## src/rtl/time_source_ctrl.sv

```systemverilog
// time_source_ctrl: arbitrates NUM_SRC external time sources (index 0 highest
// priority) plus manual entry, issues one-cycle load strobes to the clock
// counter, drives the LCD time bus and tracks sync loss with a tick timeout.
module time_source_ctrl #(
  parameter int TD_W         = 44,
  parameter int NUM_SRC      = 2,
  parameter int SYNC_TIMEOUT = 120,
  parameter int SET_DONE     = 14
) (
  input  logic                    clk,
  input  logic                    nReset,
  input  logic                    clk_en,
  input  logic                    SET_in,
  input  logic [NUM_SRC-1:0]      src_enable_in,
  input  logic [NUM_SRC-1:0]      src_set_in,
  input  logic [NUM_SRC*TD_W-1:0] src_timeAndDate_in,
  input  logic [TD_W-1:0]         SetClock_timeAndDate_in,
  input  logic [3:0]              SetClock_state_in,
  input  logic [TD_W-1:0]         clock_timeAndDate_in,
  output logic [5:0]              STATE_out,
  output logic [TD_W-1:0]         LCD_timeAndDate_out,
  output logic [TD_W-1:0]         clock_timeAndDate_out,
  output logic                    clock_set_out,
  output logic [NUM_SRC-1:0]      active_src_out,
  output logic                    sync_lost_out
);

  localparam int CNT_W = $clog2(SYNC_TIMEOUT + 1);
  localparam int IDX_W = (NUM_SRC > 1) ? $clog2(NUM_SRC) : 1;

  typedef enum logic [5:0] {
    S_FREE     = 6'b000001,
    S_SET      = 6'b000010,
    S_WAIT     = 6'b000100,
    S_SYNCED   = 6'b001000,
    S_HOLDOVER = 6'b010000,
    S_LOAD     = 6'b100000
  } state_t;

  state_t               state_q, state_d;
  logic [TD_W-1:0]      ctd_q, ctd_d;
  logic [TD_W-1:0]      lcd_q, lcd_d;
  logic [NUM_SRC-1:0]   act_q, act_d;
  logic [CNT_W-1:0]     cnt_q, cnt_d;
  logic                 ld_src_q, ld_src_d;  // 1: source load -> SYNCED, 0: manual load

  logic [NUM_SRC-1:0]   hit;
  logic                 hit_any;
  logic [IDX_W-1:0]     hit_idx;
  logic [TD_W-1:0]      hit_td;
  logic [NUM_SRC-1:0]   hit_oh;
  logic                 any_en, act_en, preempt;

  // Lowest-index enabled source that pulsed set this cycle, and its value.
  always_comb begin
    hit     = src_enable_in & src_set_in;
    hit_any = 1'b0;
    hit_idx = '0;
    hit_td  = '0;
    for (int i = NUM_SRC - 1; i >= 0; i--) begin
      if (hit[i]) begin
        hit_any = 1'b1;
        hit_idx = IDX_W'(i);
      end
    end
    for (int i = 0; i < NUM_SRC; i++) begin
      if (hit_idx == IDX_W'(i)) hit_td = src_timeAndDate_in[i*TD_W +: TD_W];
    end
    hit_oh  = NUM_SRC'(1) << hit_idx;
    any_en  = |src_enable_in;
    act_en  = |(act_q & src_enable_in);
    // One-hot masks: smaller value means higher priority, so this accepts the
    // active source itself or any higher-priority one.
    preempt = hit_any && (hit_oh <= act_q);
  end

  // Next-state logic: LOAD completion first, then SET_in, then source pulses.
  always_comb begin
    state_d  = state_q;
    ctd_d    = ctd_q;
    act_d    = act_q;
    cnt_d    = cnt_q;
    ld_src_d = ld_src_q;
    unique case (state_q)
      S_FREE: begin
        if (SET_in)      state_d = S_SET;
        else if (any_en) state_d = S_WAIT;
      end
      S_SET: begin
        if (!SET_in) begin
          state_d = S_FREE;
          act_d   = '0;
        end else if (SetClock_state_in == 4'(SET_DONE)) begin
          state_d  = S_LOAD;
          ctd_d    = SetClock_timeAndDate_in;
          act_d    = '0;
          ld_src_d = 1'b0;
          cnt_d    = '0;
        end
      end
      S_WAIT: begin
        if (SET_in) begin
          state_d = S_SET;
          act_d   = '0;
        end else if (!any_en) begin
          state_d = S_FREE;
          act_d   = '0;
        end else if (hit_any) begin
          state_d  = S_LOAD;
          ctd_d    = hit_td;
          act_d    = hit_oh;
          ld_src_d = 1'b1;
          cnt_d    = '0;
        end
      end
      S_SYNCED: begin
        if (SET_in) begin
          state_d = S_SET;
          act_d   = '0;
        end else if (preempt) begin
          // A fresh timestamp wins over a same-cycle tick.
          state_d  = S_LOAD;
          ctd_d    = hit_td;
          act_d    = hit_oh;
          ld_src_d = 1'b1;
          cnt_d    = '0;
        end else if (!act_en) begin
          state_d = any_en ? S_WAIT : S_FREE;
          act_d   = '0;
        end else if (cnt_q == CNT_W'(SYNC_TIMEOUT)) begin
          state_d = S_HOLDOVER;
        end else if (clk_en && cnt_q < CNT_W'(SYNC_TIMEOUT)) begin
          cnt_d = cnt_q + 1'b1;
        end
      end
      S_HOLDOVER: begin
        if (SET_in) begin
          state_d = S_SET;
          act_d   = '0;
        end else if (!any_en) begin
          state_d = S_FREE;
          act_d   = '0;
        end else if (hit_any) begin
          state_d  = S_LOAD;
          ctd_d    = hit_td;
          act_d    = hit_oh;
          ld_src_d = 1'b1;
          cnt_d    = '0;
        end
      end
      S_LOAD: begin
        cnt_d = '0;
        if (ld_src_q)    state_d = S_SYNCED;
        else if (any_en) state_d = S_WAIT;
        else             state_d = S_FREE;
      end
      default: begin
        state_d = S_FREE;
        act_d   = '0;
        cnt_d   = '0;
      end
    endcase
    lcd_d = (state_q == S_SET) ? SetClock_timeAndDate_in : clock_timeAndDate_in;
  end

  // State and output registers with synchronous active-low reset.
  always_ff @(posedge clk) begin
    if (!nReset) begin
      state_q  <= S_FREE;
      ctd_q    <= '0;
      lcd_q    <= '0;
      act_q    <= '0;
      cnt_q    <= '0;
      ld_src_q <= 1'b0;
    end else begin
      state_q  <= state_d;
      ctd_q    <= ctd_d;
      lcd_q    <= lcd_d;
      act_q    <= act_d;
      cnt_q    <= cnt_d;
      ld_src_q <= ld_src_d;
    end
  end

  assign STATE_out             = state_q;
  assign LCD_timeAndDate_out   = lcd_q;
  assign clock_timeAndDate_out = ctd_q;
  assign clock_set_out         = (state_q == S_LOAD);
  assign active_src_out        = act_q;
  assign sync_lost_out         = (state_q == S_HOLDOVER);

endmodule

```

## config.mk

```make
export PLATFORM = sky130hd
export DESIGN_NAME = time_source_ctrl
export DESIGN_NICKNAME = d
export VERILOG_FILES = /design/src/rtl/time_source_ctrl.sv
export SDC_FILE = /design/constraint.sdc
export NUM_CORES = 1
export LEC_CHECK = 0
export ABC_AREA = 1
export BUFFER_PORTS_ARGS = -buffer_cell sky130_fd_sc_hd__buf_2
export CAP_MARGIN = 20
export CELL_PAD_IN_SITES_DETAIL_PLACEMENT = 0
export CELL_PAD_IN_SITES_GLOBAL_PLACEMENT = 2
export CORE_MARGIN = 3
export CORE_UTILIZATION = 23
export CTS_CLUSTER_SIZE = 28
export DETAILED_ROUTE_END_ITERATION = 12
export PLACE_DENSITY_LB_ADDON = 0.1
export SLEW_MARGIN = 5
export SYNTH_ARGS = -nofsm -noshare
export SYNTH_HDL_FRONTEND = slang
export SYNTH_SLANG_ARGS = --single-unit
```

## constraint.sdc

```tcl
create_clock -name clk -period 5.2 [get_ports clk]
set_clock_uncertainty 0.2 [all_clocks]
set_input_delay 0.78 -clock clk [delete_from_list [all_inputs] [get_ports clk]]
set_output_delay 0.78 -clock clk [all_outputs]
set_load 0.01 [all_outputs]
```

==> out/qor_table.md, run 1 <==
| Result | Reported | Unit |
|:---|:---|:---|
| DRT iter0 DRCs | 272 | - |
| Worst slew pin tran | 0.843 | ns |
| Routed wirelength normalized by instance count | 14.1 | µm |
| Number of global-route vias before repair | 5866 | - |
| Number of hold buffers added after cts | 0 | - |
| Final period utilization | 57.4 | % |
| Critical register-to-register path startpoint | STATE_out[2]$_SDFFE_PN0P_ | - |
| Wire length of the first global-routing pass | 32500 | µm |
| Hold path startpoint | cnt_q[6]$_SDFFE_PN0P_ | - |
| Yosys warning total | 0 | - |
| Run status | complete, no violations | - |
| DIE HEIGHT | 161 | µm |
| Number of placed I/O pins | 286 | - |
| Clock latency at the later pin of the worst-skew pair | 0.35 | ns |
| Worst IR Drop VDD | 124 | µV |
| Count of vias placed by the detailed router | 6006 | - |
| Worst setup timing slack at the placement stage | 1.81 | ns |
| Gates resized, CTS repair | 0 | - |
| Maximum clock frequency | 335 | MHz |
| Drt total wl | 21100 | µm |
| Most used cells in the layout excluding fill and tap cells | 324 x nand2_1, 284 x buf_2, 132 x nor2_1, 119 x inv_1, 104 x dfxtp_1 | - |
| Die area | 25900 | µm² |
| Global-route usage over all layers | 15.9 | % |
| Global-route track usage on met3 | 5.46 | % |
| Die boundary width | 161 | µm |
| Number of standard cells after synthesis | 923 | - |
| Worst R2R Path Depth | 11 | - |
| Required time worst endpoint | 5.25 | ns |
| Clock tree from TritonCTS | yes | - |
| Total count of hold-check failures in the final report | 0 | - |
| Post-DP Area | 7180 | µm² |
| Half-perimeter wire length after placement | 15600 | µm |
| Power density over the cells | 388 | nW/µm² |
| Number of CTS-inserted buffers | 9 | - |
| Htree depth | 3 | - |
| I/O Buffers | 285 | - |
| Std-Cell Core Area | 23500 | µm² |
| Global routing usage on met2 | 26.1 | % |
| Layout net count | 1369 | - |
| Pint | 1.78 | mW |
| Critical-path cell list | buf_2 -> nand2_1 -> nand3_2 -> inv_2 -> ha_1 -> nand2_1 -> nand2_1 -> nand2_1 -> nand2_2 -> nand2_2 -> nand2_1 -> nor2_4 -> buf_4 -> nand2_1 -> nand2_1 -> nor2_1 | - |
| Sw Ratio | 38.7 | % |
| CP Capture Type | register | - |
| Worst Path Class, Setup | in -> reg | - |
| Arrival time reported for the critical path endpoint | 3.03 | ns |
| Count of final max-slew check failures | 0 | - |
| Placement Rows | 56 | - |
| Weighted congestion reported at the end of routability-driven placement | 0.759 | - |
| Total clock sinks | 104 | - |
| Overflow after GRT | 0 | - |
| DR vias/cell | 4.00 | - |
| Slew HR | 43.8 | % |
| Worst setup path startpoint | src_enable_in[0] | - |
| Hold/Removal Path Class | reg -> reg | - |
| Number of stages on the worst hold path | 2 | - |
| Design area | 7490 | µm² |
| RSZ-0062 raised after global routing | no | - |
| Post-synthesis to final-layout area growth | 35.6 | % |
| Share of synthesized area occupied by flip-flops and latches | 37.7 | % |
| Power share of the sequential group | 36.7 | % |
| Pin count of the biggest net entering global routing | 88 | - |
| Number of search-and-repair iterations in the first detailed-routing pass | 4 | - |
| Synth Area per Inst | 5.98 | µm² |
| Share of post-route cells with drive strength above 1 | 27.4 | % |
| P_leak | 4.16 | nW |
| Top cell by count, worst path | nand2_1 | - |
| Post-synthesis sequential element count | 104 | - |
| Final setup slack of the worst path | 2.22 | ns |
| Peak-usage layer in the global routing report | met2 | - |
| Slowest cell on crit path | buf_4 | - |
| Combinational fraction of design power | 37.4 | % |
| # Post-CTS Setup Buffers | 0 | - |
| Max Root-Sink Buffers | 2 | - |
| Sum of negative setup slack | 0 | ns |
| Number of remaining DRC errors | 0 | - |
| Kind of start point of the critical path | input port | - |
| Number of antenna violations at the first check in global routing | 7 | - |
| Library cell used as clock root buffer | clkbuf_16 | - |
| Setup violation total in the final timing report | 0 | - |
| Switching pwr | 1.12 | mW |
| Largest fanout on the critical path | 38 | - |
| Most common cell after layout, fill and taps aside | nand2_1 | - |
| Reported max-cap violation count | 0 | - |
| Grt met1 use | 19.9 | % |
| Minimum clock period | 2.98 | ns |
| Clock group share of total power | 25.9 | % |
| Cell area after technology mapping | 5520 | µm² |
| Syn nets | 1114 | - |
| Clk pin slew, worst setup/hold paths | 0.07 | ns |
| Final antenna-violating net count | 0 | - |
| Distinct cell type count of the synthesized netlist | 22 | - |
| Starting utilization of the core area | 23.5 | % |
| Peak per-stage delay on the critical path | 0.44 | ns |
[power groups by stage]
stage               sequential (mW)  clock (mW)  combinational (mW)
floorplan                      1.15           0               0.639
global placement               1.08           0                1.13
detailed placement             1.09           0                1.11
CTS                            1.07       0.789                1.12
global route                   1.09       0.819                1.26
finish                         1.07       0.752                1.09
[layout make-up]
type,count,area [µm²]
antenna,2,5.00
tap,319,399
inverter,124,465
fill,2821,16100
clock buffer,10,229
sequential,104,2080
timing repair buffer,292,1480
multi-input combinational,647,2750
clock inverter,5,81.3
[critical path, delay by kind of cell]
kind,cells,cell delay [ns]
simple gates,12,1.37
buf+inv,3,0.61
fa+ha+maj,1,0.23
[routing by layer]
metal  routed length [µm]  share of wire, %
met4                  302               1.4
met3                 1580               7.5
met2                 9750                46
met1                 9430                45
met5                   82              0.39
[sequential cells by signal, indices dropped and copies added, names as in the netlist]
name	flops
LCD_timeAndDate_out	44
clock_timeAndDate_out	44
cnt_q	7
STATE_out	6
active_src_out	2
ld_src_q	1
[cells by family (layout without fill, tap and decap cells)]
kind of cell	Yosys count	count (layout)	synth area share, %
xor+xnor	1	1	0.159
other cells	0	2	0
compound gates	144	144	13.0
simple gates	499	499	35.8
fa+ha+maj	3	3	0.680
buf+inv	172	431	12.7
flops	104	104	37.7
[worst paths after layout]
| path | end | slack, ns |
|---|---|---|
| setup reg to reg | STATE_out[2]$_SDFFE_PN0P_ | 2.38 |
| hold / removal | cnt_q[6]$_SDFFE_PN0P_ | 0.26 |
| setup / recovery | clock_timeAndDate_out[14]$_SDFFE_PN0P_ | 2.22 |
| hold reg to reg | cnt_q[6]$_SDFFE_PN0P_ | 0.26 |
[through the flow]
| step | util, % | hold slack, ns | cells | power (mW) |
|---|---|---|---|---|
| CTS | 31.8 | 0.263 | 1501 | 2.98 |
| floorplan | - | 0.236 | 923 | 1.79 |
| global route | 31.8 | 0.303 | 1502 | 3.17 |
| finish | 31.8 | 0.258 | 1503 | 2.90 |
| global placement | 30.5 | 0.252 | 1486 | 2.21 |
| detailed placement | 30.5 | 0.252 | 1486 | 2.20 |
[synth_stat cells, drive strengths merged]
| master | count | area, µm² |
|---|---|---|
| o21ai | 95 | 475 |
| xor2 | 1 | 8.76 |
| a21oi | 49 | 245 |
| dfxtp | 104 | 2080 |
| nand2 | 328 | 1250 |
| nor2 | 139 | 559 |
| clkbuf | 22 | 82.6 |
| nor3 | 4 | 20.0 |
| inv | 124 | 465 |
| buf | 26 | 151 |
| nand3 | 24 | 125 |
| ha | 3 | 37.5 |
| nand4 | 4 | 25.0 |
Note: power is estimated with default switching activity, not from simulation.
==> run 2: changes to the inputs <==
Settings changed: ABC_AREA 1 to 0.
Clock period 5.2 ns to 2.8 ns, I/O delays scaled along.
==> run 2 against run 1 <==
  * Synthesized area decreased by 9.8%
  * Sequential power increased by 50%
  * Synthesized cell count decreased by 33%
==> out/qor_table.md, run 2 <==
| Result | Reported | Unit | Delta |
|:---|:---|:---|:---|
| Minimum clock period | 2.50 | ns |  |
| Most used cells in the layout excluding fill and tap cells | 285 x buf_2, 183 x nand2_1, 104 x dfxtp_1, 92 x a21oi_1, 47 x mux2i_1 | - |  |
| Setup violation total in the final timing report | 0 | - | unchanged |
| # fillers | 2271 | - | -19% |
| Share of post-route cells with drive strength above 1 | 37.7 | % | +10 points |
| Number of placed I/O pins | 286 | - | unchanged |
| Share of synthesized area occupied by flip-flops and latches | 41.8 | % | +4.1 points |
| Final std cells w/o fill | 1164 | - | -23% |
| Required time worst endpoint | 2.88 | ns | -2.37 ns |
| Sum of negative setup slack | 0 | ns | unchanged |
| Gates resized, CTS repair | 0 | - | unchanged |
| Cell area after technology mapping | 4980 | µm² | -9.8% |
| # Post-CTS Setup Buffers | 0 | - | unchanged |
| DR vias/cell | 4.63 | - | +16% |
| Wire length of the first global-routing pass | 29500 | µm | -9.5% |
| Reported max-cap violation count | 0 | - | unchanged |
| Arrival time reported for the critical path endpoint | 2.57 | ns | -0.46 ns |
| Layout net count | 1075 | - | -21% |
| Count leader, synth | nand2_1 | - |  |
| Half-perimeter wire length after placement | 14500 | µm | -6.9% |
| Post-synthesis to final-layout area growth | 40.4 | % |  |
| Most common cell after layout, fill and taps aside | buf_2 | - |  |
| Maximum clock frequency | 400 | MHz |  |
| P_leak | 3.11 | nW | -25% |
| Number of hold buffers added after cts | 0 | - | unchanged |
| CP Capture Type | register | - |  |
| Number of antenna violations at the first check in global routing | 0 | - | -7 |
| Worst slew pin tran | 0.805 | ns | -0.0380 ns |
| Count of antenna diodes in the layout | 0 | - | -2 |
| Ranking of synthesized cells by instance count | 184 x nand2_1, 104 x dfxtp_1, 93 x a21oi_1, 47 x mux2i_1, 45 x o211ai_1 | - |  |
| Htree depth | 3 | - | unchanged |
| Worst Path Class, Setup | reg -> reg | - |  |
| Synth Area per Inst | 8.00 | µm² | +34% |
| Hold/Removal Path Class | in -> reg | - |  |
| Share of the core filled with cells in the final layout | 33.1 | % | +1.2 points |
| Sw Ratio | 30.5 | % | -8.1 points |
| Kind of start point of the critical path | register | - |  |
| Routed wirelength normalized by instance count | 16.5 | µm | +17% |
| Max Root-Sink Buffers | 2 | - | unchanged |
| Clk pin slew, worst setup/hold paths | 0.08 | ns | about the same |
| Global-route usage over all layers | 15.7 | % | -0.21 points |
| Multi-input gate area in the final layout | 2670 | µm² | -2.8% |
| Worst IR Drop VDD | 229 | µV | +85% |
| Switching pwr | 1.11 | mW | -0.78% |
| Overflow after GRT | 0 | - | unchanged |
| Top post-synthesis cells by area | dfxtp_1 42%, nand2_1 14%, mux2i_1 9.4% | - |  |
| Number of cells after detailed placement | 1148 | - | -23% |
| Library cell used as clock root buffer | clkbuf_16 | - |  |
| Clock latency at the later pin of the worst-skew pair | 0.35 | ns | about the same |
| Library cell occupying the most area in the post-synthesis netlist | dfxtp_1 | - |  |
| Storage element area | 2080 | µm² | unchanged |
| Post-synthesis sequential element count | 104 | - | unchanged |
| Number of standard cells after synthesis | 623 | - | -33% |
| Std-Cell Core Area | 21200 | µm² | -10% |
| Distinct cell type count of the synthesized netlist | 59 | - | +170% |
| Pint | 2.53 | mW | +42% |
| Power share of the sequential group | 43.8 | % | +7.1 points |
| Syn nets | 814 | - | -27% |
| Top FF cell, synth | dfxtp_1 | - |  |
| Slew HR | 46.3 | % | +2.5 points |
| DIE HEIGHT | 153 | µm | -4.8% |
| Run status | complete, no violations | - |  |
| Die boundary width | 153 | µm | -4.8% |
| Total count of hold-check failures in the final report | 0 | - | unchanged |
| Die area | 23500 | µm² | -9.5% |
| Number of remaining DRC errors | 0 | - | unchanged |
| Count of vias placed by the detailed router | 5390 | - | -10% |
| Number of global-route vias before repair | 5355 | - | -8.7% |
| Starting utilization of the core area | 23.6 | % | +0.088 points |
| Drt total wl | 19200 | µm | -9.3% |
| Total clock sinks | 104 | - | unchanged |
| Final antenna-violating net count | 0 | - | unchanged |
| Placement Rows | 53 | - | -5.4% |
| Number of CTS-inserted buffers | 9 | - | unchanged |
| Pin count of the biggest net entering global routing | 50 | - | -43% |
| RSZ-0062 raised after global routing | no | - |  |
| Clock tree from TritonCTS | yes | - |  |
| Asr flop ratio synth | 0 | % | unchanged |
| Weighted congestion reported at the end of routability-driven placement | 0.819 | - | +7.9% |
| Power density over the cells | 522 | nW/µm² | +35% |
| DRT iter0 DRCs | 225 | - | -17% |
| Combinational fraction of design power | 21.4 | % | -16 points |
| Final period utilization | 89.2 | % |  |
| Count of flip-flops with a built-in enable after synthesis | 0 | - | unchanged |
| Count of final max-slew check failures | 0 | - | unchanged |
| Largest fanout on the critical path | 21 | - | -45% |
| Yosys warning total | 0 | - | unchanged |
| Number of search-and-repair iterations in the first detailed-routing pass | 4 | - | unchanged |
| Share of the synthesized area in the top cell type | 41.8 | % | +4.1 points |
| I/O Buffers | 285 | - | unchanged |
| Clock group share of total power | 34.8 | % | +8.9 points |
-- run 2: cell types whose count changed after synthesis, sizes merged, moves of 44 or more --
cell | previous run | this run
o21ai | 95 | 8
inv | 124 | 8
nor2 | 139 | 13
nand2 | 328 | 184
mux2i | 0 | 47
a21oi | 49 | 93
o211ai | 0 | 45
-- run 2: critical path, stage by stage, from the launching register on --
cell,delay [ns]
dfxtp_1,0.41
nor4b_2,0.48
nand2_2,0.10
nor3_1,0.44
o21a_2,0.24
buf_4,0.27
o211ai_1,0.14
a21oi_1,0.13
-- run 2: metrics by stage --
step / instance area, µm² / hold WS, ns / total power [mW] / setup WS (ns)
after floorplan: 5020 / 0.258 / 2.08 / 0.0160
after global placement: 6710 / 0.241 / 2.43 / 0.0869
after detailed placement: 6710 / 0.243 / 2.43 / -0.00412
after CTS: 6990 / 0.0775 / 3.73 / 0.236
after global routing: 6990 / 0.0873 / 3.87 / 0.0820
final: 6990 / 0.100 / 3.65 / 0.302
-- run 2: kinds of logic (layout without fill, tap and decap cells) --
| kind of cell | after synthesis | count (layout) | synth area share (%) |
|---|---|---|---|
| compound gates | 173 | 173 | 21.8 |
| xor+xnor | 2 | 2 | 0.352 |
| fa+ha+maj | 3 | 3 | 0.753 |
| buf+inv | 58 | 324 | 5.32 |
| flops | 104 | 104 | 41.8 |
| mux | 48 | 48 | 9.67 |
| simple gates | 235 | 235 | 20.3 |
-- run 2: power groups by stage --
stage	sequential (mW)	clock, mW	combinational [mW]
6_report	1.60	1.27	0.779
5_1_grt	1.61	1.39	0.868
3_3_place_gp	1.63	0	0.794
2_1_floorplan	1.67	0	0.416
4_1_cts	1.60	1.33	0.798
3_5_place_dp	1.63	0	0.796
-- run 2: metal layers --
metal  GRT usage, %  part of all wire [%]
met1           19.9                    44
met2           26.4                    47
met3           3.96                   7.5
met4           4.50                   1.4
met5              0                     0
-- run 2: worst paths after layout --
check	slack [ns]	to	start	cells past startpoint
setup reg to reg	0.30	clock_timeAndDate_out[22]$_SDFFE_PN0P_	STATE_out[2]$_SDFFE_PN0P_	7
hold / removal	0.10	LCD_timeAndDate_out[35]$_SDFF_PN0_	clock_timeAndDate_in[35]	3
hold reg to reg	0.25	clock_timeAndDate_out[13]$_SDFFE_PN0P_	clock_timeAndDate_out[13]$_SDFFE_PN0P_	2
setup / recovery	0.30	clock_timeAndDate_out[22]$_SDFFE_PN0P_	STATE_out[2]$_SDFFE_PN0P_	7
-- run 2: area by class of cell --
class	instances	share of cell area (%)
Multi-Input combinational cell	461	38.2
Sequential cell	104	29.8
Timing Repair Buffer	300	22.5
Tap cell	275	4.92
Clock buffer	10	3.42
Clock inverter	6	0.716
Inverter	8	0.447
==> run 3: changes to the inputs <==
Settings changed: PLACE_DENSITY from default to 0.86, PLACE_DENSITY_LB_ADDON 0.1 to default.
==> run 3 against run 2 <==
  * Final area is 0.30% higher
  * Worst setup slack worse by 0.030 ns
  * Critical path depth is 1 lower
  * Combinational power is 0.8% higher
  * Sequential share of layout area is 0.090 points lower
  * Fmax is 1.2% lower
  * Critical path type unchanged
  * Highest routed layer unchanged
==> out/qor_table.md, run 3 (synthesis gave the netlist of run 2 again) <==
| Result | Reported | Unit | Delta |
|:---|:---|:---|:---|
| Run status | complete, no violations | - |  |
| Post-DP Area | 6730 | µm² | +0.37% |
| Worst reg2reg setup slack | 0.27 | ns | -0.03 ns |
| Number of stages on the worst hold path | 3 | - | unchanged |
| Kind of start point of the critical path | register | - |  |
| Worst R2R Path Depth | 6 | - | -1 |
| P_leak | 3.12 | nW | +0.28% |
| Library cell used as clock root buffer | clkbuf_16 | - |  |
| Minimum clock period | 2.53 | ns | +0.0304 ns |
| Global-route usage over all layers | 14.8 | % | -0.91 points |
| Number of placed I/O pins | 286 | - | unchanged |
| Number of remaining DRC errors | 0 | - | unchanged |
| Clock group share of total power | 34.3 | % | -0.5 points |
| Reported max-cap violation count | 0 | - | unchanged |
| Share of the core filled with cells in the final layout | 33.2 | % | +0.10 points |
| Max Root-Sink Buffers | 2 | - | unchanged |
| Number of search-and-repair iterations in the first detailed-routing pass | 4 | - | unchanged |
| Count of antenna diodes in the layout | 0 | - | unchanged |
| I/O Buffers | 285 | - | unchanged |
| DIE HEIGHT | 153 | µm | unchanged |
| Die boundary width | 153 | µm | unchanged |
| Count of vias placed by the detailed router | 5309 | - | -1.5% |
| Worst IR Drop VDD | 285 | µV | +25% |
| Switching pwr | 1.12 | mW | +0.12% |
| Number of global-route vias before repair | 5034 | - | -6.0% |
| Number of hold buffers added after cts | 0 | - | unchanged |
| Final std cells w/o fill | 1164 | - | unchanged |
| Power share of the sequential group | 44.1 | % | +0.3 points |
| Std-Cell Core Area | 21200 | µm² | unchanged |
| Critical register-to-register path startpoint | STATE_out[4]$_SDFFE_PN0P_ | - |  |
| Wire length of the first global-routing pass | 28000 | µm | -4.8% |
| Starting utilization of the core area | 23.6 | % | unchanged |
| Number of antenna violations at the first check in global routing | 0 | - | unchanged |
| Final period utilization | 90.3 | % | +1.1 points |
| Number of CTS-inserted buffers | 9 | - | unchanged |
| Count of final max-slew check failures | 0 | - | unchanged |
| CP Capture Type | register | - |  |
| Placement Rows | 53 | - | unchanged |
| DRT iter0 DRCs | 232 | - | +3.1% |
| Arrival time reported for the critical path endpoint | 2.57 | ns | about the same |
| Weighted congestion reported at the end of routability-driven placement | 0.823 | - | +0.56% |
| Pin count of the biggest net entering global routing | 90 | - | +80% |
| Clk pin slew, worst setup/hold paths | 0.08 | ns | about the same |
| Gates resized, CTS repair | 0 | - | unchanged |
| Routed wirelength normalized by instance count | 15.7 | µm | -4.5% |
| # Post-CTS Setup Buffers | 0 | - | unchanged |
| Most common cell after layout, fill and taps aside | buf_2 | - |  |
| Drt total wl | 18300 | µm | -4.5% |
| Maximum clock frequency | 396 | MHz | -1.2% |
| Worst Path Class, Setup | reg -> reg | - |  |
| Worst slew pin tran | 0.840 | ns | +0.0350 ns |
| Slew HR | 44.0 | % | -2.3 points |
| Worst R2R End | cnt_q[5]$_SDFFE_PN0P_ | - |  |
| Pint | 2.52 | mW | -0.65% |
| Total clock sinks | 104 | - | unchanged |
| Sw Ratio | 30.7 | % | +0.16 points |
| Design area | 7020 | µm² | +0.30% |
| Layout net count | 1075 | - | unchanged |
| DR vias/cell | 4.56 | - | -1.5% |
| Die area | 23500 | µm² | unchanged |
| RSZ-0062 raised after global routing | no | - |  |
| Combinational fraction of design power | 21.6 | % | +0.2 points |
| End point of the worst hold path | LCD_timeAndDate_out[29]$_SDFF_PN0_ | - |  |
| Share of post-route cells with drive strength above 1 | 37.7 | % | unchanged |
| Required time worst endpoint | 2.84 | ns | -0.04 ns |
| Half-perimeter wire length after placement | 13400 | µm | -7.5% |
| Htree depth | 3 | - | unchanged |
| Most used cells in the layout excluding fill and tap cells | 285 x buf_2, 183 x nand2_1, 104 x dfxtp_1, 92 x a21oi_1, 47 x mux2i_1 | - |  |
| Final antenna-violating net count | 0 | - | unchanged |
| Post-synthesis to final-layout area growth | 40.8 | % |  |
| Hold path startpoint | clock_timeAndDate_in[29] | - |  |
| Total count of hold-check failures in the final report | 0 | - | unchanged |
| Clock latency at the later pin of the worst-skew pair | 0.35 | ns | about the same |
| Number of cells after detailed placement | 1148 | - | unchanged |
| Overflow after GRT | 0 | - | unchanged |
| Setup violation total in the final timing report | 0 | - | unchanged |
| Power density over the cells | 518 | nW/µm² | -0.72% |
| Clock tree from TritonCTS | yes | - |  |
| Largest fanout on the critical path | 10 | - | -52% |
| Hold/Removal Path Class | in -> reg | - |  |
==> run 3: cell count changes in the layout (fill, tap and decap cells not counted), sizes merged <==
cell | before | now
clkinvlp | 1 | 0
clkbuf | 10 | 9
clkinv | 3 | 4
inv | 10 | 11
==> run 3: worst max-delay path, stage by stage, from the launching register on <==
cell and delay [ns]:
dfxtp_1 0.58, nor4b_2 0.14, and2_2 0.25, o32a_1 0.36, a211o_1 0.39, o31a_1 0.32
o21ba_1 0.18
==> run 3: final cells by class <==
class	count	area [µm²]
inverter	8	31.3
clock buffer	9	225
timing repair buffer	300	1600
tap	275	344
sequential	104	2080
fill	2314	14100
multi-input combinational	461	2670
clock inverter	7	60.1
==> run 3: routing by layer <==
layer	GRT usage, %	up-vias	wire (µm)	share of wire, %
met5	0	-	0	0
met4	2.59	0	129	0.70
met3	4.90	11	1510	8.2
met2	25.6	212	9000	49
met1	18.2	2389	7680	42
li1	-	2697	-	-
==> run 3: worst max-delay path by stage <==
stage | endpoint | slack [ns] | depth (start not counted) | start
global route | clock_timeAndDate_out[17]$_SDFFE_PN0P_ | 0.13 | 7 | STATE_out[2]$_SDFFE_PN0P_
CTS | cnt_q[5]$_SDFFE_PN0P_ | 0.28 | 6 | STATE_out[4]$_SDFFE_PN0P_
finish | cnt_q[5]$_SDFFE_PN0P_ | 0.27 | 6 | STATE_out[4]$_SDFFE_PN0P_
detailed placement | clock_timeAndDate_out[17]$_SDFFE_PN0P_ | -0.02 | 11 | src_enable_in[0]
floorplan | cnt_q[5]$_SDFFE_PN0P_ | 0.02 | 13 | src_enable_in[0]
global placement | clock_timeAndDate_out[19]$_SDFFE_PN0P_ | 0.05 | 11 | src_enable_in[0]
==> run 3: power groups by stage <==
stage / Combinational (mW) / Clock, mW / Sequential, mW
4_1_cts: 0.795 / 1.31 / 1.60
5_1_grt: 0.871 / 1.35 / 1.61
3_5_place_dp: 0.793 / 0 / 1.64
6_report: 0.785 / 1.25 / 1.60
3_3_place_gp: 0.797 / 0 / 1.63
2_1_floorplan: 0.416 / 0 / 1.67
==> run 3: per-stage QoR <==
stage	setup WS (ns)	power, mW	hold slack [ns]	TNS (ns)
global placement	0.0480	2.43	0.240	0
finish	0.272	3.63	0.103	0
detailed placement	-0.0213	2.43	0.246	-0.0624
floorplan	0.0160	2.08	0.258	0
global route	0.135	3.83	0.0865	0
CTS	0.280	3.70	0.0776	0
